**src/rtl/rr_mux_arbiter_if.sv**
```systemverilog
// Handshake bundle between the input channels, the arbiter and the output consumer.
// The slave modport is the arbiter's view; the master modport drives it.
interface rr_mux_arbiter_if #(
    parameter int WIDTH    = 4,
    parameter int CHANNELS = 4
);
    localparam int SELW = $clog2(CHANNELS);

    logic [CHANNELS*WIDTH-1:0] in_data;
    logic [CHANNELS-1:0]       in_valid;
    logic [CHANNELS-1:0]       in_ready;
    logic                      mode;
    logic [SELW-1:0]           sel;
    logic [WIDTH-1:0]          out_data;
    logic [SELW-1:0]           out_chan;
    logic                      out_valid;
    logic                      out_ready;

    modport master (
        output in_data, in_valid, mode, sel, out_ready,
        input  in_ready, out_data, out_chan, out_valid
    );

    modport slave (
        input  in_data, in_valid, mode, sel, out_ready,
        output in_ready, out_data, out_chan, out_valid
    );
endinterface

```
**src/rtl/rr_mux_arbiter.sv**
```systemverilog
// Multi-channel mux with manual or round-robin selection feeding a single
// registered output stage that sustains one word per cycle.
module rr_mux_arbiter #(
    parameter int WIDTH    = 4,
    parameter int CHANNELS = 4
) (
    input  logic             clk,
    input  logic             reset,
    rr_mux_arbiter_if.slave  bus
);
    localparam int SELW = $clog2(CHANNELS);

    logic [WIDTH-1:0]    r_outData;
    logic [SELW-1:0]     r_outChan;
    logic                r_outValid;
    logic [SELW-1:0]     r_ptr;

    logic                w_loadEn;
    logic                w_rrFound;
    logic [SELW-1:0]     w_rrIdx;
    logic [SELW-1:0]     w_probe;
    logic                w_grantValid;
    logic [SELW-1:0]     w_grantIdx;
    logic                w_xfer;
    logic [WIDTH-1:0]    w_grantData;
    logic [CHANNELS-1:0] w_inReady;

    // Search starts just past the last granted channel, so ptr itself is tried last.
    always_comb begin
        w_rrFound = 1'b0;
        w_rrIdx   = '0;
        w_probe   = '0;
        for (int k = 1; k <= CHANNELS; k++) begin
            w_probe = r_ptr + SELW'(k);
            if (!w_rrFound && bus.in_valid[w_probe]) begin
                w_rrFound = 1'b1;
                w_rrIdx   = w_probe;
            end
        end
    end

    assign w_loadEn     = ~r_outValid | bus.out_ready;
    assign w_grantValid = bus.mode ? w_rrFound : bus.in_valid[bus.sel];
    assign w_grantIdx   = bus.mode ? w_rrIdx : bus.sel;
    assign w_xfer       = ~reset & w_loadEn & w_grantValid;
    assign w_grantData  = bus.in_data[w_grantIdx*WIDTH +: WIDTH];

    always_comb begin
        w_inReady = '0;
        if (w_xfer) begin
            w_inReady[w_grantIdx] = 1'b1;
        end
    end

    // A refill takes priority over a drain, which gives back-to-back throughput.
    always_ff @(posedge clk) begin
        if (reset) begin
            r_outData  <= '0;
            r_outChan  <= '0;
            r_outValid <= 1'b0;
            r_ptr      <= SELW'(CHANNELS - 1);
        end else if (w_xfer) begin
            r_outData  <= w_grantData;
            r_outChan  <= w_grantIdx;
            r_outValid <= 1'b1;
            r_ptr      <= w_grantIdx;
        end else if (r_outValid && bus.out_ready) begin
            r_outValid <= 1'b0;
        end
    end

    assign bus.in_ready  = w_inReady;
    assign bus.out_data  = r_outData;
    assign bus.out_chan  = r_outChan;
    assign bus.out_valid = r_outValid;
endmodule

```
**src/flat_wrapper.sv**
```systemverilog
// flat-port wrapper written by rule: the top's interface ports become plain ports
module rr_mux_arbiter_flat 
#(
    parameter int WIDTH    = 4,
    parameter int CHANNELS = 4
)
  (clk, reset, bus_in_data, bus_in_valid, bus_mode, bus_sel, bus_out_ready, bus_in_ready, bus_out_data, bus_out_chan, bus_out_valid);
  rr_mux_arbiter_if #(.WIDTH(WIDTH), .CHANNELS(CHANNELS)) bus_i ();
  input  logic clk;
  input  logic reset;
  input wire logic [$bits(bus_i.in_data)-1:0] bus_in_data;
  input wire logic [$bits(bus_i.in_valid)-1:0] bus_in_valid;
  input wire logic [$bits(bus_i.mode)-1:0] bus_mode;
  input wire logic [$bits(bus_i.sel)-1:0] bus_sel;
  input wire logic [$bits(bus_i.out_ready)-1:0] bus_out_ready;
  output wire logic [$bits(bus_i.in_ready)-1:0] bus_in_ready;
  output wire logic [$bits(bus_i.out_data)-1:0] bus_out_data;
  output wire logic [$bits(bus_i.out_chan)-1:0] bus_out_chan;
  output wire logic [$bits(bus_i.out_valid)-1:0] bus_out_valid;
  assign bus_i.in_data = bus_in_data;
  assign bus_i.in_valid = bus_in_valid;
  assign bus_i.mode = bus_mode;
  assign bus_i.sel = bus_sel;
  assign bus_i.out_ready = bus_out_ready;
  assign bus_in_ready = bus_i.in_ready;
  assign bus_out_data = bus_i.out_data;
  assign bus_out_chan = bus_i.out_chan;
  assign bus_out_valid = bus_i.out_valid;
  rr_mux_arbiter #(.WIDTH(WIDTH), .CHANNELS(CHANNELS)) u_core (.clk(clk), .reset(reset), .bus(bus_i));
endmodule
```
**config.mk**
```make
export PLATFORM = sky130hd
export DESIGN_NAME = rr_mux_arbiter_flat
export DESIGN_NICKNAME = d
export VERILOG_FILES = /design/src/rtl/rr_mux_arbiter_if.sv /design/src/rtl/rr_mux_arbiter.sv /design/src/flat_wrapper.sv
export SDC_FILE = /design/constraint.sdc
export NUM_CORES = 1
export LEC_CHECK = 0
export CAP_MARGIN = 5
export CORE_UTILIZATION = 42
export CTS_CLUSTER_SIZE = 30
export DETAILED_ROUTE_END_ITERATION = 8
export PLACE_DENSITY = 0.84
export SLEW_MARGIN = 10
export SYNTH_ARGS = -nofsm -noshare
export SYNTH_HDL_FRONTEND = slang
export SYNTH_SLANG_ARGS = --single-unit
export TNS_END_PERCENT = 20
```
**constraint.sdc**
```tcl
create_clock -name clk -period 3.5 [get_ports clk]
set_input_delay 0.875 -clock clk [delete_from_list [all_inputs] [get_ports clk]]
set_output_delay 0.875 -clock clk [all_outputs]
set_load 0.05 [all_outputs]
```
Word-level counts from Yosys, hierarchy flattened
Index checks and enable logic that the tools add are counted.
Cells by class
  divide/modulo/power cells: 0
  $add $sub $neg: 3
  magnitude comparators: 7
  mux-type cells: 25
  equal/unequal tests: 0
  multiply operators: 0
  reductions and logical operators: 9
  shift-type cells: 1
  bitwise gates (word level): 5
Operator list (count)
  less-than comparator 2 x 3 -> 1 bit, second input constant: 6
  indexed part select 16 x 5 -> 4 bit: 1
  2-to-1 mux 1 bit: 13
  binary-select mux 1 bit (select 2 bit): 5
  2-to-1 mux 2 bit: 5
  logical AND 1 bit: 5
  adder 2 bit, second input constant: 2
  2-to-1 mux 4 bit: 1
  logical NOT 1 bit: 3
  adder 2 x 1 -> 2 bit, second input constant: 1
  bitwise AND 1 bit: 2
  demux 1 bit (select 2 bit): 1
  greater-or-equal comparator 2 x 1 -> 1 bit, second input constant: 1
  NOT 1 bit: 2
  nonzero test 2 bit: 1
  bitwise OR 1 bit: 1
Storage, ports and cells
  output and inout port bits: 11
  bits in writable memories: 0
  logic and storage cells: 54
  input bits: 26
  ROM bits: 0
  flip-flop bits (word level): 9
  memories kept: 0
  latch bits: 0

Depth between registers and ports, before layout
Gate-level depths: netlist of the first run.
  depth after elaboration: 19
  gate-level depth with buffers: 8
  gate-level depth less buffers: 6

Worst setup path before layout of the first run
Ideal clock, no wire load.
  path kind: input -> output
  start point: input port bus_in_valid[1]
  end point: output port bus_in_ready[3]
  data required time: 2.625 ns
  buffers on the path: 2
  arrival: 2.532 ns
  cell stages on the path: 8
  path slack: 0.093 ns
  path through: buf_4 > inv_1 > and2_0 > o31a_1 > a21oi_2 > buf_6 > nand2_1 > nor2_1
Between the ends
  cells in the longest elaborated chain, start to end: 18
  elaborated cells on any way between the ends: 33
  those cells by class: 2 x order compare; 23 x mux; 1 x bitwise; 7 x reduce/logical
RTL lines
  start: declaration: line flat_wrapper.sv:12  | input wire logic [$bits(bus_i.in_valid)-1:0] bus_in_valid;
  binary-select mux 1 bit (select 2 bit): line rr_mux_arbiter.sv:35  | if (!w_rrFound && bus.in_valid[w_probe]) begin
  2-to-1 mux 1 bit (not written as such): line rr_mux_arbiter.sv:35
  2-to-1 mux 1 bit: line rr_mux_arbiter.sv:35
  logical NOT 1 bit: line rr_mux_arbiter.sv:35
  logical AND 1 bit: line rr_mux_arbiter.sv:35
  2-to-1 mux 1 bit: line rr_mux_arbiter.sv:35
  logical NOT 1 bit: line rr_mux_arbiter.sv:35
  logical AND 1 bit: line rr_mux_arbiter.sv:35
  [2 not listed]
  logical AND 1 bit: line rr_mux_arbiter.sv:35
  2-to-1 mux 2 bit: line rr_mux_arbiter.sv:35
  2-to-1 mux 2 bit: line rr_mux_arbiter.sv:44  | assign w_grantIdx = bus.mode ? w_rrIdx : bus.sel;
  less-than comparator 2 x 3 -> 1 bit (not written as such) / greater-or-equal comparator 2 x 1 -> 1 bit (equally long branches): line rr_mux_arbiter.sv:51  | w_inReady[w_grantIdx] = 1'b1;
  logical AND 1 bit (not written as such): line rr_mux_arbiter.sv:51
  2-to-1 mux 1 bit (not written as such): line rr_mux_arbiter.sv:51
  demux 1 bit (select 2 bit)
  2-to-1 mux 4 bit (*): line rr_mux_arbiter.sv:50  | if (w_xfer) begin
  end: declaration: line flat_wrapper.sv:16  | output wire logic [$bits(bus_i.in_ready)-1:0] bus_in_ready;
Mark *: on every way between the ends. The rest lies on a longest branch, timed or not. The select of a mux whose other input is x is not followed.

Worst setup path after layout of the first run
  start point: input port bus_in_valid[1]
  end point: output port bus_in_ready[2]
The elaborated chain is that of the path after synthesis.

==> results of run 1 <==
[registers in the layout, indices dropped and copies added (netlist names)]
name	flops
u_core.bus.out_data	4
u_core.bus.out_valid	1
u_core.r_ptr	2
u_core.bus.out_chan	2
[worst paths after layout]
| path | end | slack (ps) |
|---|---|---|
| worst max register to register | u_core.bus.out_data[3] | 1470 |
| worst min-delay path | u_core.bus.out_chan[1] | 470 |
| worst min register to register | u_core.bus.out_chan[1] | 470 |
| worst max-delay path | bus_in_ready[2] | 140 |
[kinds of logic after synthesis]
family	Yosys count	synth area share, %
buf+inv	8	6.82
flops	9	24.6
simple gates	35	26.8
compound gates	19	25.1
mux	11	16.7
[cells in the final DEF (no fill, tap or decap), types with 2 or more instances in the layout]
master | Yosys | routed
nor3b_1 | 3 | 2
nor3_1 | 2 | 2
nor2_1 | 6 | 6
dfxtp_1 | 9 | 9
nor2b_1 | 3 | 3
dlymetal6s2s_1 | 0 | 2
buf_4 | 1 | 11
nand3_1 | 5 | 5
nand2_1 | 8 | 8
buf_12 | 0 | 2
inv_1 | 3 | 3
o221ai_2 | 4 | 4
clkdlybuf4s50_1 | 0 | 26
clkbuf_4 | 0 | 3
a21oi_1 | 8 | 8
dlygate4sd2_1 | 0 | 4
mux2i_1 | 10 | 10
[stage by stage]
stage	util [%]	cells	setup slack (ps)	hold WS (ps)	total power (W)
after floorplan	-	82	92.6	555	0.000250
after global placement	73.7	139	-43.0	446	0.000329
after detailed placement	73.7	139	-53.9	463	0.000332
after CTS	76.0	143	15.1	475	0.000418
after global routing	76.3	143	58.7	505	0.000435
final	76.3	143	143	472	0.000417
[report_power, final]
part	switching, W	internal [W]
clock network	0.0000405	0.0000442
logic	0.000108	0.0000953
registers	0.0000131	0.000115
[per-layer routing]
metal	up-vias	track usage [%]	share of wire [%]	wire (um)
met5	-	0	0	0
met4	0	13.1	2.0	42
met3	5	8.33	8.7	182
met2	36	49.3	50	1050
met1	374	24.0	39	824
li1	394	-	-	-
[what timing repair did]
action,CTS,global route
setup endpoints to repair,4,4
pin swaps,1,0
resized for setup,6,2
[cell type report]
cell class                      count  area share (%)
Multi-Input combinational cell     65            43.1
Timing Repair Buffer               45            36.8
Sequential cell                     9            15.0
Clock buffer                        4            2.18
Tap cell                           16            1.66
Inverter                            4            1.25
[tightest hold or removal path: stages, from the launching register on]
cell and delay [ps]:
dfxtp_1 320, nand2_1 50, a21oi_1 60
==> impl_summary.log, run 1 <==
[metrics] clock skew: 0.737 ps
[metrics] wire length per cell after detailed routing: approximately 15 um
[metrics] status: finished with violations
[metrics] number of clock sinks: 9
[metrics] area of combinational cells with multiple inputs: 519 um^2
[metrics] fraction of layout cells with a size suffix above 1: 22.8%
[metrics] global route total overflow: 0
[metrics] Final Instance Area: between 1000 and 1500 um^2
[metrics] synthesized area per cell: 8.94 um^2
[metrics] CTS root buf: clkbuf_4
[metrics] Synthesized Nets: 108
[metrics] total half-perimeter wirelength after legalization and detailed placement: 1690 um
[metrics] net count of the finished layout: 154
[metrics] area share of the leading cell type in the synthesized netlist: between 20% and 30%
[metrics] maximum VDD drop: 0.000245 V
[metrics] cell type with the highest aggregate area in the netlist: dfxtp_1
[metrics] remaining antenna violation count: 0
[metrics] capturing element type of the critical path: output pin
[metrics] hold buffers post-CTS: 0
[metrics] total routed wirelength: 2100 um
[metrics] GP Congestion: 0.885
[metrics] aggregate global-route resource usage: 25.8%
[metrics] DIE AREA: ~1900 um^2
[metrics] TritonCTS Buffers: 3
[metrics] initial drt markers: 12
[metrics] vias in the first global route: 836
[metrics] remaining routing DRC violations: 2
[metrics] Register Area: 180 um^2
[metrics] master of the slowest instance on the critical path: dlygate4sd2_1
[metrics] FFs w/ async S/R, synth: 0%
[metrics] Peak Freq: about 300 MHz
[metrics] layout filler cell count: 128
[metrics] Diodes inserted: 0
[metrics] accumulated negative setup slack: 0 ps
[metrics] Initial Util: 46.5%
[metrics] cell depth of the worst min-delay path: 2
[metrics] Die Y-Extent: approximately 44 um
[metrics] clock buffer depth: 2
[metrics] top cells by instance count after synthesis: mux2i_1 (10), dfxtp_1 (9), a21oi_1 (8), nand2_1 (8), nor2_1 (6)
[metrics] worst r2r src: u_core.r_ptr[1]
[metrics] hold path startpoint: u_core.bus.out_chan[1]
[metrics] number of cell rows: 14
[metrics] worst hold path type: reg2reg
[metrics] number of antenna violations at the first check in global routing: 0
[metrics] part of the Yosys area used for sequential elements: between 20 and 25%
[metrics] remaining max-slew budget at the tightest pin: 65.5%
[metrics] Die W: 43.8 um
[metrics] Post-CTS Setup Repair Bufs: 0
[metrics] clock tree from TritonCTS: yes
[metrics] quantity of I/O buffers inserted on ports: 36
[metrics] number of pins with negative max-slew slack in the final report: 0
[metrics] Hold Fails Final Rpt: 0
[metrics] maximum capacitance violations: 0
[metrics] FF-to-FF path depth: 8
[metrics] deepest level of the CTS H-tree: 1
[metrics] core area: 1580 um^2
[metrics] final worst-path cycle share: 95.9%
[metrics] arrival time worst endpoint: 2480 ps
[metrics] data required time at the worst endpoint: 2620 ps
[metrics] number of cells produced by synthesis: 82
[metrics] source-to-sink clock delay at the later pin of the worst-skew pair: ~270 ps
[metrics] number of enable-type register cells in the synthesized netlist: 0
[metrics] area growth from synthesis to final layout: 64.2%
[metrics] number of warnings printed during yosys synthesis: 0
[metrics] Area after DPL: 1160 um^2
[metrics] io pins: 37
[metrics] via total after detailed routing: around 810
[metrics] CP delay by family, top: buffers and inverters
[metrics] Area contributors post-synth: dfxtp_1 (25%), mux2i_1 (14%), o221ai_2 (8.2%)
[metrics] cell chain of the critical path: dlygate4sd2_1 > inv_1 > a32o_1 > a21oi_1 > o32ai_4 > nand2b_4 > nor2_1 > buf_4
[metrics] most used flip-flop cell after synthesis: dfxtp_1
[metrics] violations in the final reports: design-rule violations
[metrics] Min Clock Period, post-route: 3360 ps
[metrics] critical-path maximum fanout: 8
[metrics] CTS clock-pin slew for the worst setup and hold paths: roughly 60 ps
[metrics] logic depth of the worst path, buffers included: 8
[metrics] unrepaired setup endpoints after global routing: false
[metrics] endpoints failing setup: 0
[metrics] timing startpoint of the critical path: bus_in_valid[1]
[metrics] wire length of the first global-routing pass: 3510 um
[metrics] Netlist Area Pre-Place: approximately 730 um^2
[metrics] post-DR vias/cell: 5.66
[metrics] crit path kind: in2out
[metrics] crit start category: input pin
[metrics] number of distinct library cell variants in the gate-level netlist after synthesis: 31
[metrics] buffers and inverters on the worst path: 3
[metrics] slew at the pin closest to its max-slew limit: 516 ps
[metrics] longest individual stage delay on the worst path: 350 ps
[metrics] register bit count reported by yosys: 9
[metrics] leakage power: ~0.52 nW
[metrics] most used standard cell by instance count after synthesis: mux2i_1
[metrics] DRT Pass-1 Iters: 6
[metrics] power density relative to cell area: 346 nW/um^2
[metrics] largest net degree at the start of global routing: 10
No activity file was read; power rests on OpenSTA's default activity.
==> run 2: changes to the inputs <==
--- a/config.mk
+++ b/config.mk
@@ -10,6 +10,7 @@
 export CTS_CLUSTER_SIZE = 30
 export DETAILED_ROUTE_END_ITERATION = 8
 export PLACE_DENSITY = 0.84
+export REMOVE_ABC_BUFFERS = 1
 export SLEW_MARGIN = 10
 export SYNTH_ARGS = -nofsm -noshare
 export SYNTH_HDL_FRONTEND = slang
==> run 2 against run 1 <==
  * Sequential share of layout area about the same
  * Global-route usage down 2.6 points
  * The flow still finishes with violations (design-rule violations)
  * Clock power barely moved
  * Flip-flop and latch count did not move
  * Non-clock buffer count shrank 1
  * Via count decreased by 1.4%
  * Clock skew rose by 1.6 ps
  * Total power decreased by 0.31%
  * Largest cell class unchanged
  * First-iteration DRC count increased by 50%
  * Register-to-register slack improved by 110 ps
==> impl_summary.log, run 2 (same netlist as run 1, synthesis figures left out) <==
[metrics] maximum capacitance violations: 0
[metrics] area growth from synthesis to final layout: 63.7%
[metrics] fraction of layout cells with a size suffix above 1: 22.2%
[metrics] DIE AREA: 1920 um^2
[metrics] placed cell count: between 100 and 150
[metrics] cell chain of the critical path: clkdlybuf4s50_1 > nor2b_1 > or3_1 > o32ai_4 > nand2_2 > nor2_1 > buf_4
[metrics] crit path kind: in2out
[metrics] final worst-path cycle share: 95.4%
[metrics] Initial Util: a little under half
[metrics] maximum VDD drop: ~0.0003 V
[metrics] Diodes inserted: 0
[metrics] final core utilization: 76.1%
[metrics] CTS root buf: clkbuf_4
[metrics] remaining antenna violation count: 0
[metrics] longest individual stage delay on the worst path: 430 ps
[metrics] quantity of I/O buffers inserted on ports: 36
[metrics] number of clock sinks: 9
[metrics] net count of the finished layout: approximately 150
[metrics] crit path setup slack, layout: approximately 160 ps
[metrics] CP delay by family, top: simple AND/OR/NAND/NOR gates
[metrics] critical-path maximum fanout: 4
[metrics] GP Congestion: 0.905
[metrics] pre-CTS setup slack: -49.7 ps
[metrics] smallest hold slack: 457 ps
[metrics] total power draw: 0.000416 W
[metrics] slew at the pin closest to its max-slew limit: a little over 500 ps
[metrics] buffers and inverters on the worst path: 2
[metrics] Die Y-Extent: about 44 um
[metrics] unrepaired setup endpoints after global routing: false
[metrics] max reg flops: 4
[metrics] layout filler cell count: 125
[metrics] leading cell type in the layout, fill and taps excluded: clkdlybuf4s50_1
[metrics] leakage power: ~0.52 nW
[metrics] crit start category: input pin
[metrics] arrival time worst endpoint: 2460 ps
[metrics] number of cell rows: 14
[metrics] DRT Pass-1 Iters: 6
[metrics] deepest level of the CTS H-tree: 1
[metrics] clock buffer depth: 2
[metrics] number of antenna violations at the first check in global routing: 0
[metrics] Min Clock Period, post-route: 3340 ps
[metrics] clock tree from TritonCTS: yes
[metrics] Hold Fails Final Rpt: 0
[metrics] capturing element type of the critical path: output pin
[metrics] via total after detailed routing: 798
[metrics] CTS clock-pin slew for the worst setup and hold paths: 60 ps
[metrics] wire length per cell after detailed routing: 14.1 um
[metrics] master of the slowest instance on the critical path: clkdlybuf4s50_1
[metrics] remaining routing DRC violations: 1
[metrics] status: finished with violations
[metrics] power density relative to cell area: 346 nW/um^2
[metrics] global route total overflow: 0
[metrics] endpoints failing setup: 0
[metrics] Peak Freq: 299 MHz
[metrics] wire length of the first global-routing pass: between 3000 and 4000 um
[metrics] violations in the final reports: design-rule violations
[metrics] source-to-sink clock delay at the later pin of the worst-skew pair: 270 ps
[metrics] worst hold path type: reg2reg
[metrics] remaining max-slew budget at the tightest pin: approximately two thirds
[metrics] post-DR vias/cell: between 5 and 6
[metrics] total half-perimeter wirelength after legalization and detailed placement: ~1600 um
[metrics] vias in the first global route: 770
[metrics] Post-Layout Cell Count: around 140
[metrics] data required time at the worst endpoint: 2620 ps
[metrics] Die W: about 44 um
[metrics] largest net degree at the start of global routing: 10
[metrics] TritonCTS Buffers: 3
[metrics] io pins: 37
[metrics] initial drt markers: 18
[metrics] most used cells in the layout excluding fill and tap cells: clkdlybuf4s50_1 (26), mux2i_1 (10), buf_4 (10)
[metrics] aggregate global-route resource usage: 23.2%
[metrics] core area: ~1600 um^2
[metrics] number of pins with negative max-slew slack in the final report: 0
[metrics] total routed wirelength: 2000 um
[metrics] clock skew: 2.33 ps
==> run 2: changes by cell type in the layout (fill, tap and decap cells not counted), sizes merged <==
cell,previous run,this run
dlygate4sd2,4,3
buf,13,12
dlymetal6s2s,2,3
==> run 2: layer usage <==
layer	vias to the layer above	GRT usage (%)	wire, um
met5	-	0	0
met4	0	9.38	44
met3	6	6.25	173
met2	38	40.3	980
met1	364	26.8	800
li1	390	-	-
==> run 2: timing repair <==
| item | in CTS | in global routing |
|---|---|---|
| setup buffers | 0 | 0 |
| hold buffers | 0 | 0 |
| pin swaps | 1 | 0 |
| resized for setup | 4 | 5 |
| setup endpoints to repair | 4 | 4 |
==> run 2: final timing paths <==
path | start | endpoint | slack, ps | cells past startpoint
worst min-delay path | u_core.bus.out_chan[1] | u_core.bus.out_chan[1] | 460 | 2
worst min register to register | u_core.bus.out_chan[1] | u_core.bus.out_chan[1] | 460 | 2
worst max register to register | u_core.r_ptr[1] | u_core.bus.out_data[1] | 1580 | 7
worst max-delay path | bus_sel[1] | bus_in_ready[0] | 160 | 7
==> run 2: where the power goes <==
group          leakage [nW]  switching [W]   total, W  internal (W)
Clock                0.0150      0.0000405  0.0000847     0.0000442
Combinational         0.432       0.000108   0.000203     0.0000950
Sequential           0.0746      0.0000124   0.000128      0.000115
==> run 2: per-stage QoR <==
stage	cell area, um^2	setup TNS [ps]
after floorplan	698	-58.7
after global routing	1200	0
after CTS	1180	-44.6
after global placement	1150	0
after detailed placement	1150	-129
final	1200	0
==> run 2: layout make-up <==
type / count / area, um^2 / area share [%]
Multi-Input combinational cell: 65 / 519 / 43.3
Timing Repair Buffer: 44 / 439 / 36.6
Sequential cell: 9 / 180 / 15.0
Clock buffer: 4 / 26.3 / 2.19
Tap cell: 16 / 20.0 / 1.67
Inverter: 4 / 15.0 / 1.25
==> run 2: worst register-to-register path: stages, from the launching register on <==
cell and delay (ps):
dfxtp_1 530, nor2b_4 70, and2_0 160, o31a_1 250
a21oi_2 220, buf_4 220, mux2i_1 240, o221ai_2 120
==> run 3: changes to the inputs <==
--- a/config.mk
+++ b/config.mk
@@ -9,6 +9,7 @@
 export CORE_UTILIZATION = 42
 export CTS_CLUSTER_SIZE = 30
 export DETAILED_ROUTE_END_ITERATION = 8
+export HOLD_SLACK_MARGIN = 0.02
 export PLACE_DENSITY = 0.84
 export REMOVE_ABC_BUFFERS = 1
 export SLEW_MARGIN = 10
==> results of run 3 <==
Same layout as run 2: the final DEF is identical, and so are final timing and power.
